`config.mk`:
```
export PLATFORM = sky130hd
export DESIGN_NAME = mem_arbiter_flat
export DESIGN_NICKNAME = d
export VERILOG_FILES = /design/src/rtl/mem_arbiter_if.sv /design/src/rtl/mem_arbiter.sv /design/src/flat_wrapper.sv
export SDC_FILE = /design/constraint.sdc
export NUM_CORES = 1
export LEC_CHECK = 0
export ABC_AREA = 0
export ABC_CLOCK_PERIOD_IN_PS = 3110
export CORE_MARGIN = 8
export CORE_UTILIZATION = 38
export DETAILED_ROUTE_END_ITERATION = 7
export PLACE_DENSITY = 0.81
export SKIP_CTS_REPAIR_TIMING = 1
export SYNTH_ARGS = -nofsm -noshare
export SYNTH_HDL_FRONTEND = slang
export SYNTH_SLANG_ARGS = --single-unit
```
`constraint.sdc`:
```
create_clock -name clk_i -period 3.11 [get_ports clk_i]
set_input_delay 0.7775 -clock clk_i [delete_from_list [all_inputs] [get_ports clk_i]]
set_output_delay 0.7775 -clock clk_i [all_outputs]
set_load 0.03 [all_outputs]
```
`src/rtl/mem_arbiter_if.sv`:
```
// Request/response and shared-RAM bundle seen by the memory arbiter.
// master: the requesters and the RAM model; slave: the arbiter itself.
interface mem_arbiter_if #(
    parameter int WORD_W = 32,
    parameter int ADDR_W = 32
);
    logic [1:0]          iREN;
    logic [2*ADDR_W-1:0] iaddr;
    logic [1:0]          dREN;
    logic [1:0]          dWEN;
    logic [2*ADDR_W-1:0] daddr;
    logic [2*WORD_W-1:0] dstore;
    logic [1:0]          ihit;
    logic [1:0]          dhit;
    logic [WORD_W-1:0]   rdata;
    logic                err;
    logic [ADDR_W-1:0]   ramaddr;
    logic [WORD_W-1:0]   ramstore;
    logic                ramREN;
    logic                ramWEN;
    logic [WORD_W-1:0]   ramload;
    logic                ramready;

    modport master (
        output iREN, iaddr, dREN, dWEN, daddr, dstore, ramload, ramready,
        input  ihit, dhit, rdata, err, ramaddr, ramstore, ramREN, ramWEN
    );

    modport slave (
        input  iREN, iaddr, dREN, dWEN, daddr, dstore, ramload, ramready,
        output ihit, dhit, rdata, err, ramaddr, ramstore, ramREN, ramWEN
    );
endinterface

```
`src/rtl/mem_arbiter.sv`:
```
// Shared RAM port arbiter for the instruction and data ports of two cores.
// One transaction in flight; data beats instruction, round robin per class.
//
// state  | meaning
// IDLE   | arbitrate pending requests, latch the winner
// ACCESS | RAM strobe held, waiting for ramready or the timeout
// RESP   | strobes low, one-cycle hit (and err on timeout) to the winner
module mem_arbiter #(
    parameter int WORD_W  = 32,
    parameter int ADDR_W  = 32,
    parameter int TIMEOUT = 64,
    parameter int CNT_W   = 7
) (
    input  logic         clk_i,
    input  logic         rst_i,
    mem_arbiter_if.slave bus
);

    typedef enum logic [1:0] {IDLE, ACCESS, RESP} state_t;

    state_t              state_q;
    logic [CNT_W-1:0]    cnt_q;
    logic                rr_d_q;
    logic                rr_i_q;
    logic                core_q;
    logic                data_q;
    logic                write_q;
    logic [ADDR_W-1:0]   addr_q;
    logic [WORD_W-1:0]   store_q;
    logic [WORD_W-1:0]   rdata_q;
    logic                ren_q;
    logic                wen_q;
    logic [1:0]          ihit_q;
    logic [1:0]          dhit_q;
    logic                err_q;

    logic [1:0]          dreq_d;
    logic                gnt_valid_d;
    logic                gnt_data_d;
    logic                gnt_core_d;
    logic                gnt_write_d;
    logic [ADDR_W-1:0]   gnt_addr_d;
    logic [WORD_W-1:0]   gnt_store_d;

    // Pick the winner among the requests visible this cycle.
    always_comb begin
        dreq_d      = bus.dREN | bus.dWEN;
        gnt_data_d  = |dreq_d;
        gnt_valid_d = gnt_data_d | (|bus.iREN);
        if (gnt_data_d) begin
            gnt_core_d = dreq_d[rr_d_q] ? rr_d_q : ~rr_d_q;
        end else begin
            gnt_core_d = bus.iREN[rr_i_q] ? rr_i_q : ~rr_i_q;
        end
        // A data port asserting both strobes is treated as a write.
        gnt_write_d = gnt_data_d & bus.dWEN[gnt_core_d];
        if (gnt_data_d) begin
            gnt_addr_d = gnt_core_d ? bus.daddr[2*ADDR_W-1:ADDR_W] : bus.daddr[ADDR_W-1:0];
        end else begin
            gnt_addr_d = gnt_core_d ? bus.iaddr[2*ADDR_W-1:ADDR_W] : bus.iaddr[ADDR_W-1:0];
        end
        gnt_store_d = gnt_core_d ? bus.dstore[2*WORD_W-1:WORD_W] : bus.dstore[WORD_W-1:0];
    end

    // Transaction sequencer; every output comes straight from a register.
    always_ff @(posedge clk_i) begin
        if (rst_i) begin
            state_q <= IDLE;
            cnt_q   <= '0;
            rr_d_q  <= 1'b0;
            rr_i_q  <= 1'b0;
            core_q  <= 1'b0;
            data_q  <= 1'b0;
            write_q <= 1'b0;
            addr_q  <= '0;
            store_q <= '0;
            rdata_q <= '0;
            ren_q   <= 1'b0;
            wen_q   <= 1'b0;
            ihit_q  <= '0;
            dhit_q  <= '0;
            err_q   <= 1'b0;
        end else begin
            ihit_q <= '0;
            dhit_q <= '0;
            err_q  <= 1'b0;
            case (state_q)
                IDLE: begin
                    if (gnt_valid_d) begin
                        core_q  <= gnt_core_d;
                        data_q  <= gnt_data_d;
                        write_q <= gnt_write_d;
                        addr_q  <= gnt_addr_d;
                        store_q <= gnt_store_d;
                        ren_q   <= ~gnt_write_d;
                        wen_q   <= gnt_write_d;
                        cnt_q   <= '0;
                        if (gnt_data_d) begin
                            rr_d_q <= ~gnt_core_d;
                        end else begin
                            rr_i_q <= ~gnt_core_d;
                        end
                        state_q <= ACCESS;
                    end
                end
                ACCESS: begin
                    if (bus.ramready || (cnt_q == CNT_W'(TIMEOUT - 1))) begin
                        // ramready on the last allowed cycle still counts as success.
                        if (bus.ramready && !write_q) begin
                            rdata_q <= bus.ramload;
                        end
                        err_q <= ~bus.ramready;
                        if (data_q) begin
                            dhit_q[core_q] <= 1'b1;
                        end else begin
                            ihit_q[core_q] <= 1'b1;
                        end
                        cnt_q   <= '0;
                        ren_q   <= 1'b0;
                        wen_q   <= 1'b0;
                        state_q <= RESP;
                    end else begin
                        cnt_q <= cnt_q + 1'b1;
                    end
                end
                RESP: begin
                    state_q <= IDLE;
                end
                default: begin
                    state_q <= IDLE;
                end
            endcase
        end
    end

    assign bus.ihit     = ihit_q;
    assign bus.dhit     = dhit_q;
    assign bus.err      = err_q;
    assign bus.rdata    = rdata_q;
    assign bus.ramaddr  = addr_q;
    assign bus.ramstore = store_q;
    assign bus.ramREN   = ren_q;
    assign bus.ramWEN   = wen_q;

endmodule

```
`src/flat_wrapper.sv`:
```
// flat-port wrapper written by rule: the top's interface ports become plain ports
module mem_arbiter_flat 
#(
    parameter int WORD_W  = 32,
    parameter int ADDR_W  = 32,
    parameter int TIMEOUT = 64,
    parameter int CNT_W   = 7
)
  (clk_i, rst_i, bus_iREN, bus_iaddr, bus_dREN, bus_dWEN, bus_daddr, bus_dstore, bus_ramload, bus_ramready, bus_ihit, bus_dhit, bus_rdata, bus_err, bus_ramaddr, bus_ramstore, bus_ramREN, bus_ramWEN);
  mem_arbiter_if #(.WORD_W(WORD_W), .ADDR_W(ADDR_W)) bus_i ();
  input  logic clk_i;
  input  logic rst_i;
  input wire logic [$bits(bus_i.iREN)-1:0] bus_iREN;
  input wire logic [$bits(bus_i.iaddr)-1:0] bus_iaddr;
  input wire logic [$bits(bus_i.dREN)-1:0] bus_dREN;
  input wire logic [$bits(bus_i.dWEN)-1:0] bus_dWEN;
  input wire logic [$bits(bus_i.daddr)-1:0] bus_daddr;
  input wire logic [$bits(bus_i.dstore)-1:0] bus_dstore;
  input wire logic [$bits(bus_i.ramload)-1:0] bus_ramload;
  input wire logic [$bits(bus_i.ramready)-1:0] bus_ramready;
  output wire logic [$bits(bus_i.ihit)-1:0] bus_ihit;
  output wire logic [$bits(bus_i.dhit)-1:0] bus_dhit;
  output wire logic [$bits(bus_i.rdata)-1:0] bus_rdata;
  output wire logic [$bits(bus_i.err)-1:0] bus_err;
  output wire logic [$bits(bus_i.ramaddr)-1:0] bus_ramaddr;
  output wire logic [$bits(bus_i.ramstore)-1:0] bus_ramstore;
  output wire logic [$bits(bus_i.ramREN)-1:0] bus_ramREN;
  output wire logic [$bits(bus_i.ramWEN)-1:0] bus_ramWEN;
  assign bus_i.iREN = bus_iREN;
  assign bus_i.iaddr = bus_iaddr;
  assign bus_i.dREN = bus_dREN;
  assign bus_i.dWEN = bus_dWEN;
  assign bus_i.daddr = bus_daddr;
  assign bus_i.dstore = bus_dstore;
  assign bus_i.ramload = bus_ramload;
  assign bus_i.ramready = bus_ramready;
  assign bus_ihit = bus_i.ihit;
  assign bus_dhit = bus_i.dhit;
  assign bus_rdata = bus_i.rdata;
  assign bus_err = bus_i.err;
  assign bus_ramaddr = bus_i.ramaddr;
  assign bus_ramstore = bus_i.ramstore;
  assign bus_ramREN = bus_i.ramREN;
  assign bus_ramWEN = bus_i.ramWEN;
  mem_arbiter #(.WORD_W(WORD_W), .ADDR_W(ADDR_W), .TIMEOUT(TIMEOUT), .CNT_W(CNT_W)) u_core (.clk_i(clk_i), .rst_i(rst_i), .bus(bus_i));
endmodule
```
==> run summary <==
Die Width -> 139 µm
Power Total -> 5070 µW
Sequential Power Share -> 33.7%
share of cells above drive strength 1 -> 13.1%
Fillers -> 1234
MaxCap Viol Count -> 0
initial antenna violation count -> 1
leakage power -> 0.00376 µW
net switching power -> 1520 µW
register area share after synthesis -> 40.9%
Sequential Area -> 2340 µm²
Mapped Area -> 5720 µm²
measured slew at the worst slew-check pin -> 0.653 ns
PwrDens -> 509 nW/µm²
Placed Cells -> 1165
top_reg_cell synth -> dfxtp_1
CTS buffer count -> 17
CP arrival -> 2.92 ns
Placer Congestion -> 0.865
Synth cell types -> 45
vias in the first global route -> 6375
PortBufs -> 335
syn avg cell area -> 8.46 µm²
final hold slack -> 0.449 ns
RSZ-0062 raised after global routing -> false
Clock Latency Late Sink -> 0.41 ns
Clk pwr share -> 38.0%
CTS max path bufs -> 2
Cells after Synth -> 676
count of final max-slew check failures -> 0
Switching Share -> 30.0%
Post-synth ARST share -> 0%
final critical-path required period -> 2.65 ns
clock root buffer -> clkbuf_16
CTS tree -> built
DR pass1 iterations -> 5
Post-Route Skew -> 0.00785 ns
final wirelength -> 22.4 mm
Logic pwr share -> 28.3%
area grow syn2layout -> 73.9%
CTS sink count -> 117
Critical Path Sink Type -> flip-flop
Worst setup SP type -> input port
Tightest Hold Check Type -> reg2reg
fin crit share -> 85.2%
Final Setup Violations -> 0
Syn. warnings -> 0
CP max FO -> 18
clk slew on worst S/H paths -> 0.06 ns
Multi-input gate area -> 3140 µm²
Final Non-Filler Cells -> 1198
chip height -> 139 µm
EDFF count, synth -> 0
Max-slew headroom -> 56.3%
# DRC -> 0
DIE AREA -> 19200 µm²
Internal -> 3540 µW
Final nets -> 1230
final instance area -> 9950 µm²
global-route wire length before repair -> 35.1 mm
htree depth -> 4
DPL Wire Length -> 16.6 mm
Syn Nets -> 910
dpl cell area -> 9360 µm²
vias per cell -> 5.19
status -> completed
pin count of the biggest net entering global routing -> 100
Fin Setup TNS -> 0 ns
Iter 0 DRT Violations -> 356
GRT Total Usage -> 22.7%
leading cell type in the layout, fill and taps excluded -> clkdlybuf4s50_1
Avg WL per Cell -> 18.7 µm
Required @ worst endpoint -> 3.38 ns
num ports -> 336
most frequent cells in the layout -> clkdlybuf4s50_1 (334), dfxtp_1 (117), nor2_1 (109), a21oi_1 (68), nand2_1 (67)
Fin. Hold Viols -> 0
critical path class -> in2reg
FF+latch count, synth -> 117
row count -> 45
core area -> 15000 µm²
via count -> 6214
GR Overflow Total -> 0
worst IR drop on VDD -> 0.353 mV
maximum clock rate -> 0.378 GHz
antenna viol nets, final -> 0
Initial Utilization -> 38.2%
final timing paths:
check / start / to / slack (ns) / depth (start not counted)
hold / removal: u_core.cnt_q[6] / u_core.cnt_q[6] / 0.45 / 2
hold reg to reg: u_core.cnt_q[6] / u_core.cnt_q[6] / 0.45 / 2
setup reg to reg: u_core.state_q[1] / u_core.bus.ramstore[29] / 1.34 / 5
setup / recovery: bus_dREN[1] / u_core.bus.ramstore[25] / 0.46 / 6
logic make-up after synthesis:
logic type                 after synthesis  synth area share, %
adders and majority gates                1                0.219
muxes                                   65                 12.1
and+or+nand+nor                        233                 17.9
DFF                                    117                 40.9
AOI/OAI and AO/OA                      189                 23.5
xor gates and xnor gates                 3                0.459
buffers and inverters                   68                 4.90
cell usage after synthesis (all sizes together) (2+ instances only):
cell	instances	area, µm²
a211oi	33	248
a21oi	68	340
a311oi	3	26.3
a31o	32	280
a31oi	3	18.8
and3	2	12.5
buf	7	51.3
clkbuf	54	203
dfxtp	117	2340
inv	7	26.3
mux2	31	349
mux2i	34	340
nand2	67	251
nand2b	36	225
nand3	2	10.0
nor2	109	409
nor2b	2	12.5
nor3	4	20.0
nor3b	2	15.0
o21ai	4	20.0
o22ai	2	12.5
o32ai	33	308
or3	3	18.8
xnor2	3	26.3
power groups by stage:
stage	logic (µW)	registers [µW]	clock network (µW)
finish	1430	1710	1920
global route	1530	1720	2030
CTS	1440	1710	1970
detailed placement	1440	1740	0
global placement	1420	1730	0
floorplan	479	1970	0
metal layers:
| metal | global-route usage, % | vias up | part of all wire (%) |
|---|---|---|---|
| met3 | 6.13 | 36 | 6.5 |
| li1 | - | 3061 | - |
| met5 | 0 | - | 0 |
| met4 | 8.95 | 0 | 2.8 |
| met1 | 25.4 | 2875 | 39 |
| met2 | 40.0 | 242 | 51 |
state kept, by name, indices dropped and copies added, names as in the netlist:
signal	flops
u_core.bus.err	1
u_core.bus.ramWEN	1
u_core.data_q	1
u_core.rr_i_q	1
u_core.bus.ramstore	32
u_core.bus.rdata	32
u_core.bus.ramREN	1
u_core.core_q	1
u_core.bus.ramaddr	32
u_core.rr_d_q	1
u_core.bus.ihit	2
u_core.bus.dhit	2
u_core.write_q	1
u_core.state_q	2
u_core.cnt_q	7
area by class of cell:
cell class	count	share of cell area, %
Antenna cell	1	0.0252
Clock buffer	18	4.31
Clock inverter	14	1.55
Inverter	7	0.264
Multi-Input combinational cell	491	31.6
Sequential cell	117	23.5
Tap cell	188	2.36
Timing Repair Buffer	362	36.4
through the flow:
step	setup slack (ns)	util (%)
floorplan	0.607	-
global placement	0.0837	62.5
detailed placement	0.0554	62.5
CTS	0.477	66.4
global route	0.407	66.4
finish	0.461	66.4
critical path, cell delays in order:
cell and delay [ns]:
clkdlybuf4s50_1 0.47, or4_2 0.70, o32ai_4 0.40, buf_12 0.22
mux2i_1 0.24, a211oi_1 0.09
(Power assumes the default switching activity.)
